==> src/rtl/top.sv <==
// Raster scaler: scans an internal 256x256 test image one position per clock
// and emits a downscaled (N x N) or upscaled (N x N region to 256x256) stream.
//
// Ports:
//   clk          - system clock, rising edge
//   rst_n        - asynchronous active-low reset
//   convert_type - scaling mode, sampled at the start of every frame
//   LCD_RGB      - RGB565 output pixel, registered, holds when write_en = 0
//   write_en     - high when LCD_RGB carries a valid pixel for this position
module top (
   input  logic        clk,
   input  logic        rst_n,
   input  logic [2:0]  convert_type,
   output logic [15:0] LCD_RGB,
   output logic        write_en
);

   localparam logic [2:0] DS_192 = 3'd0;
   localparam logic [2:0] DS_128 = 3'd1;
   localparam logic [2:0] DS_96  = 3'd2;
   localparam logic [2:0] DS_64  = 3'd3;
   localparam logic [2:0] US_192 = 3'd4;
   localparam logic [2:0] US_128 = 3'd5;
   localparam logic [2:0] US_96  = 3'd6;
   localparam logic [2:0] US_64  = 3'd7;

   // Test image: column and row bit fields plus their XOR in the low field.
   function automatic logic [15:0] src(input logic [4:0] cx, input logic [5:0] cy);
      return {cx, cy, cx ^ cy[5:1]};
   endfunction

   logic [15:0] pos_q;
   logic [2:0]  mode_q;
   logic [7:0]  acc_x_q, acc_y_q;
   logic [7:0]  acc_x_d, acc_y_d;

   logic [7:0]  x, y;
   logic [2:0]  mode;
   logic [7:0]  n;
   logic        keep_x, keep_y;
   logic [7:0]  sx, sy;
   logic        emit;
   logic [15:0] pix;

   assign x = pos_q[7:0];
   assign y = pos_q[15:8];

   // Position 0 already uses the mode being sampled for the new frame.
   assign mode = (pos_q == 16'd0) ? convert_type : mode_q;

   always_comb begin
      n = 8'd0;
      unique case (mode)
         DS_192, US_192: n = 8'd192;
         DS_128, US_128: n = 8'd128;
         DS_96,  US_96:  n = 8'd96;
         DS_64,  US_64:  n = 8'd64;
         default:        n = 8'd0;
      endcase
   end

   // Accumulators hold (coord*N) mod 256; a carry out on +N marks a kept line.
   // Both return to zero naturally after coordinate 255, so frames restart clean.
   assign {keep_x, acc_x_d} = {1'b0, acc_x_q} + {1'b0, n};
   assign {keep_y, acc_y_d} = {1'b0, acc_y_q} + {1'b0, n};

   // Upscale source coordinates: (coord*N)>>8, product formed 16 bits wide.
   assign sx = 8'(({8'd0, x} * {8'd0, n}) >> 8);
   assign sy = 8'(({8'd0, y} * {8'd0, n}) >> 8);

   always_comb begin
      emit = 1'b0;
      pix  = 16'h0000;
      if (mode[2]) begin
         emit = 1'b1;
         pix  = src(sx[7:3], sy[7:2]);
      end else begin
         emit = keep_x & keep_y;
         pix  = src(x[7:3], y[7:2]);
      end
   end

   always_ff @(posedge clk or negedge rst_n) begin
      if (!rst_n) begin
         pos_q    <= 16'd0;
         // Only consulted once the frame has moved past position 0.
         mode_q   <= 3'd0;
         acc_x_q  <= 8'd0;
         acc_y_q  <= 8'd0;
         LCD_RGB  <= 16'h0000;
         write_en <= 1'b0;
      end else begin
         pos_q   <= pos_q + 16'd1;
         if (pos_q == 16'd0) begin
            mode_q <= convert_type;
         end
         acc_x_q <= acc_x_d;
         if (x == 8'd255) begin
            acc_y_q <= acc_y_d;
         end
         write_en <= emit;
         if (emit) begin
            LCD_RGB <= pix;
         end
      end
   end

endmodule

==> config.mk <==
export PLATFORM = sky130hd
export DESIGN_NAME = top
export DESIGN_NICKNAME = d
export VERILOG_FILES = /design/src/rtl/top.sv
export SDC_FILE = /design/constraint.sdc
export NUM_CORES = 1
export LEC_CHECK = 0
export CAP_MARGIN = 15
export CORE_ASPECT_RATIO = 0.6
export CORE_UTILIZATION = 30
export CTS_CLUSTER_SIZE = 8
export DETAILED_ROUTE_END_ITERATION = 16
export RECOVER_POWER = 100
export SLEW_MARGIN = 15
export SYNTH_ARGS = -nofsm -noshare
export SYNTH_HDL_FRONTEND = slang
export SYNTH_SLANG_ARGS = --single-unit
==> constraint.sdc <==
create_clock -name clk -period 4.7 [get_ports clk]
set_input_delay 0.705 -clock clk [delete_from_list [all_inputs] [get_ports clk]]
set_output_delay 0.705 -clock clk [all_outputs]
set_load 0.02 [all_outputs]
## Yosys cells after proc, flatten, opt, wreduce, memory -nomap -nowiden

Memories as Yosys holds them, arrays and structs flattened.
Cells that the tools add are included.

| word-level totals | value |
|---|---|
| flip-flop bits (word level) | 52 |
| memory bits (read-only) | 24 |
| input bits | 5 |
| output and inout bits | 17 |
| word-level logic and storage cells | 20 |
| memories kept | 1 |

Memories:

| name | words | width | rd ports | clocked after memory_dff | write ports | line | text |
|---|---|---|---|---|---|---|---|
| (name not given) | 8 | 3 | 1 | 0 | 0 | 53 | `unique case (mode)` |

| operators by class | value |
|---|---|
| add/sub/neg operators | 3 |
| $mul | 2 |
| eq/ne operators | 1 |
| multiplexer cells | 3 |
| bitwise operators | 3 |
| reduce and logical (&&, ||, !) cells | 1 |

Operators by type and width:

| kind | count |
|---|---|
| $mul 8x8->16 | 2 |
| $add 8x8->9 | 2 |
| $add 16x1->16 const B | 1 |
| $logic_not 16->1 | 1 |
| $mux 16 | 1 |
| $xor 5x5->5 | 2 |
| $eq 8x8->1 const B | 1 |
| $mux 3 | 1 |
| $and 1x1->1 | 1 |
| $mux 1 | 1 |

## Depth between registers and ports, before layout

An unclocked memory read counts as a cell.

| logic depth | value |
|---|---|
| depth after elaboration | 6 |
| depth in mapped cells | 23 |
| gate-level depth less buffers | 22 |

## Worst setup path before layout

OpenSTA, ideal clock, no wires.

| path | value |
|---|---|
| path kind | flip-flop to flip-flop |
| from | reg pos_q[0] |
| to | reg LCD_RGB[4] |
| setup time | 123 ps |
| arrival time | 4651 ps |
| data required time | 4577 ps |
| setup slack | -74 ps |
| cell stages (with the launch flop) | 19 |
| path buffers | 1 |
| clock period less this slack | 4774 ps |
| cell sequence | dfrtp_1 inv_1 ha_1 nor4b_4 nand4_4 a31oi_1 clkbuf_1 and2_1 fa_1 ha_1 ha_1 ha_1 ha_1 nand4_1 nor4_1 mux2_4 or3_4 a211oi_2 nor3_2 |

| on the way | value |
|---|---|
| word-level cells in the longest chain between the ends | 6 |
| elaborated cells between the ends (all ways) | 11 |
| classes of those cells | 2 x add/sub; 2 x mul; 3 x mux; 2 x bitwise; 1 x reduce/logical; 1 x memory |

Ends and longest elaborated chain:

| what | line | text |
|---|---|---|
| start: declaration | 32 | `logic [15:0] pos_q;` |
| start signal: assignment | 93 | `pos_q <= pos_q + 16'd1;` |
| $logic_not 16->1 | 49 | `assign mode = (pos_q == 16'd0) ? convert_type : mode_q;` |
| $mux 3 | -- |  |
| $mem_v2 8x3 | -- |  |
| $mul 8x8->16, or another cell as far along | 68 | `assign sx = 8'(({8'd0, x} * {8'd0, n}) >> 8);` |
| $xor 5x5->5 / $and 1x1->1 (equally long branches) | 29, 78 |  |
| $mux 16 / $mux 1 (equally long branches) | 74 | `if (mode[2]) begin` |
| end signal: assignment | 103 | `LCD_RGB <= pix;` |
| end: declaration | 14 | `output logic [15:0] LCD_RGB,` |

Several ways; a longest one is shown, not always the timed one.
A chain may end at the register's enable or synchronous reset.

## Worst setup path in the final report

| path | value |
|---|---|
| from | reg pos_q[0] |
| to | reg LCD_RGB[3] |

The elaborated chain is that of the path after synthesis.

==> impl_summary.log <==
[metrics] outcome: completed
[metrics] Fill cells: 1,068
[metrics] Max Clock Skew: about 0.0054 ns
[metrics] via count of the first global-routing pass: ~2.5k
[metrics] Inserted Clock Buffers: 5
[metrics] wire length of the first global-routing pass: approximately 14,000 µm
[metrics] dpl hpwl: 6640 µm
[metrics] Core ar.: 11,500 µm²
[metrics] flip-flop and latch count after synthesis: 42
[metrics] final hold violation count: 0
[metrics] Final Worst Setup Slack: 0.0231 ns
[metrics] CTS tree: yes
[metrics] crit path launch type: flop
[metrics] Power Internal: 772 µW
[metrics] power per cell area: between 200 and 250 nW/µm²
[metrics] Achievable Freq: 214 MHz
[metrics] kind of cell with the highest combined delay on the critical path: adder cells
[metrics] Synth top area share: 0.292
[metrics] clock latency on the worst-skew pair: just under 0.3 ns
[metrics] count of buffers inserted at the top-level ports: 21
[metrics] detailed router's first-iteration violation count: 150
[metrics] detailed-route via count: about 2.7k
[metrics] final critical delay including setup and external delays: 4.68 ns
[metrics] leakage component of the power: 2.24 nW
[metrics] Netlist cell types: 46
[metrics] placed cells: 559
[metrics] HP Class: flop to flop
[metrics] proportion of power drawn by combinational gates: 0.291
[metrics] required arrival time at the worst endpoint: 4.87 ns
[metrics] Worst slew margin: 0.338
[metrics] Seq pwr share: 0.385
[metrics] Seq/Total Area, Yosys: 0.292
[metrics] number of nets produced by synthesis: 424
[metrics] CP endpoint kind: flop
[metrics] area of all placed cells without fillers: 4920 µm²
[metrics] accumulated negative setup slack: 0 ns
[metrics] worst-path fanout max: 5
[metrics] residual DRC count: 0
[metrics] clock-pin slew on the worst setup and hold paths: 0.06 ns
[metrics] cell area after synthesis: 3590 µm²
[metrics] CTS H-tree lvls: 2
[metrics] unrepaired setup endpoints after global routing: true
[metrics] Total Die Area: 12,400 µm²
[metrics] Initial Utilization: 0.313
[metrics] Clock Path Buffers: 2
[metrics] placement row count: 30
[metrics] share of flip-flops with an asynchronous set or reset after synthesis: 1.00
[metrics] ANT nets after route: 0
[metrics] horizontal extent of the die: 143 µm
[metrics] Crit path top cell by count: sky130_fd_sc_hd__ha_4
[metrics] detailed-routing iteration count for the pre-antenna-repair pass: 4
[metrics] Syn Inst Count: between 300 and 400
[metrics] ys flop type: sky130_fd_sc_hd__dfrtp_1
[metrics] total congestion overflow after global routing: 0
[metrics] last weighted congestion value of the routability-driven placer: ~0.85
[metrics] Buf/Inv on CP: 4
[metrics] syn_area_per_cell: 10.3 µm²
[metrics] I/O pin cnt: 22
[metrics] Tot Pwr: 1.12 mW
[metrics] Arr. time, crit path: approximately 4.9 ns
[metrics] vertical die dimension: 86.8 µm
[metrics] Cell Count, Final, Fillers Out: approximately 580
[metrics] sinks on the clock net: 42
[metrics] Max IR drop VDD: between 0.0001 and 0.00015 V
[metrics] critical-path cell list: inv_2 -> ha_4 -> nor4b_4 -> nand4_4 -> nor3b_4 -> a31oi_4 -> and2_4 -> fa_1 -> ha_1 -> ha_4 -> ha_4 -> nand4b_1 -> nor3_1 -> buf_4 -> nand2_2 -> fa_2 -> inv_2 -> a21o_1 -> a21oi_2 -> xnor2_1 -> buf_4 -> xnor2_1 -> o21ai_1
[metrics] DP Worst Slack: -0.185 ns
[metrics] slowest library cell on the worst path: sky130_fd_sc_hd__fa_1
[metrics] Clock Power Share: 0.323
[metrics] net switching power: between 300 and 400 µW
[metrics] most numerous cell types in the synthesized netlist: 51 x sky130_fd_sc_hd__ha_1, 42 x sky130_fd_sc_hd__dfrtp_1, 31 x sky130_fd_sc_hd__nand2_1, 25 x sky130_fd_sc_hd__xnor2_1, 24 x sky130_fd_sc_hd__and2_1
[metrics] transition time at the pin with the least slew margin: 0.993 ns
[metrics] switching power as a share of total power: 0.308
[metrics] total inserted antenna cells: 0
[metrics] post-synthesis cell type with the largest combined area: sky130_fd_sc_hd__dfrtp_1
[metrics] post-detailed-route wirelength per cell: 15.4 µm
[metrics] quantity of hold-fixing buffers added after cts: 0
[metrics] category of the most critical setup path: flop to flop
[metrics] Post-synth EDFFs: 0
[metrics] crit share post-route: 0.995
[metrics] warning count from the yosys run: 0
[metrics] synth top area cells: sky130_fd_sc_hd__dfrtp_1 29%, sky130_fd_sc_hd__ha_1 18%, sky130_fd_sc_hd__fa_1 10%
[metrics] ratio of routed vias to standard cells: 4.63
[metrics] initial antenna violation count: 0
[metrics] combined global-route utilization of all metal layers: 0.148
[metrics] setup violators final: 0
[metrics] pin count of the biggest net entering global routing: 43
[metrics] root buffer cell: sky130_fd_sc_hd__clkbuf_16
[metrics] dpl cell area: 4240 µm²
[metrics] total wirelength of the detailed-routed design: 8850 µm
[metrics] final standard cell utilization of the core: 0.428
[metrics] cell with the most instances after synthesis: sky130_fd_sc_hd__ha_1
[metrics] max-cap check violation count: 0
[metrics] CP peak stage delay: around 0.44 ns
[metrics] post-route worst hold slack: 0.480 ns
[metrics] layout overhead on the synthesized area: 36.8%
[metrics] net count reported at finish: a little under 500
[metrics] max-slew violation total from the final report: 0
[metrics] share of cells above drive strength 1: 0.325
layout by cell type (no fill, tap or decap), drive strengths merged, types with 2 or more instances in the layout:
master          n
mux2i          15
clkbuf          7
dfrtp          42
inv            24
nor4            4
ha             51
a21oi          13
a21o            6
nor2           17
clkdlybuf4s50  20
a211oi          2
nand3           6
nand2          31
nand2b          3
mux2            6
nor3            5
o211ai          3
xor2           10
xnor2          25
nor4b           2
buf            55
fa             18
and2           24
nand4           5
o21ai          11
final timing paths:
kind,cells after the start,endpoint,from,slack (ns)
setup reg to reg,23,LCD_RGB[3],pos_q[0],0.02
setup / recovery,23,LCD_RGB[3],pos_q[0],0.02
hold reg to reg,1,acc_x_q[5],acc_x_q[5],0.48
hold / removal,1,acc_x_q[5],acc_x_q[5],0.48
min in group asynchronous,1,LCD_RGB[7],rst_n,0.57
max in group asynchronous,1,acc_y_q[5],rst_n,3.50
registers in the layout, indices dropped and copies added (netlist names):
name,count
LCD_RGB,16
write_en,1
acc_y_q,3
acc_x_q,3
mode_q,3
pos_q,16
layout make-up:
cell class	count	area, µm²	area share
clock inverter	1	5.00	0.00102
timing repair buffer	75	626	0.127
clock buffer	7	143	0.0290
tap	160	200	0.0407
sequential	42	1050	0.214
multi-input combinational	267	2800	0.570
inverter	24	90.1	0.0183
metal layers:
metal	global-route usage	routed length (µm)	vias up	share of wire
li1	-	-	1311	-
met1	0.233	4620	1287	0.52
met2	0.202	3620	64	0.41
met3	0.0348	557	5	0.063
met4	0.0261	50	0	0.0057
met5	0	0	-	0
logic make-up after synthesis:
group / after synthesis / synth area share
adders and majority gates: 69 / 0.278
muxes: 21 / 0.0627
buffers and inverters: 41 / 0.0508
and+or+nand+nor: 103 / 0.165
AOI/OAI and AO/OA: 39 / 0.0662
DFF: 42 / 0.292
xor gates and xnor gates: 35 / 0.0853
repair_timing:
item	CTS	global route
endpoints found under the setup margin	6	9
gates resized for setup	20	55
pin swaps	7	32
cloned	1	0
buffers inserted	5	3
power by group through the flow:
| stage | Combinational (mW) | Sequential, mW | Clock, mW |
|---|---|---|---|
| 2_1_floorplan | 0.148 | 0.466 | 0 |
| 3_3_place_gp | 0.294 | 0.435 | 0 |
| 3_5_place_dp | 0.300 | 0.437 | 0 |
| 4_1_cts | 0.306 | 0.431 | 0.366 |
| 5_1_grt | 0.362 | 0.436 | 0.384 |
| 6_report | 0.325 | 0.430 | 0.361 |
Note: power is estimated with default switching activity, not from simulation.
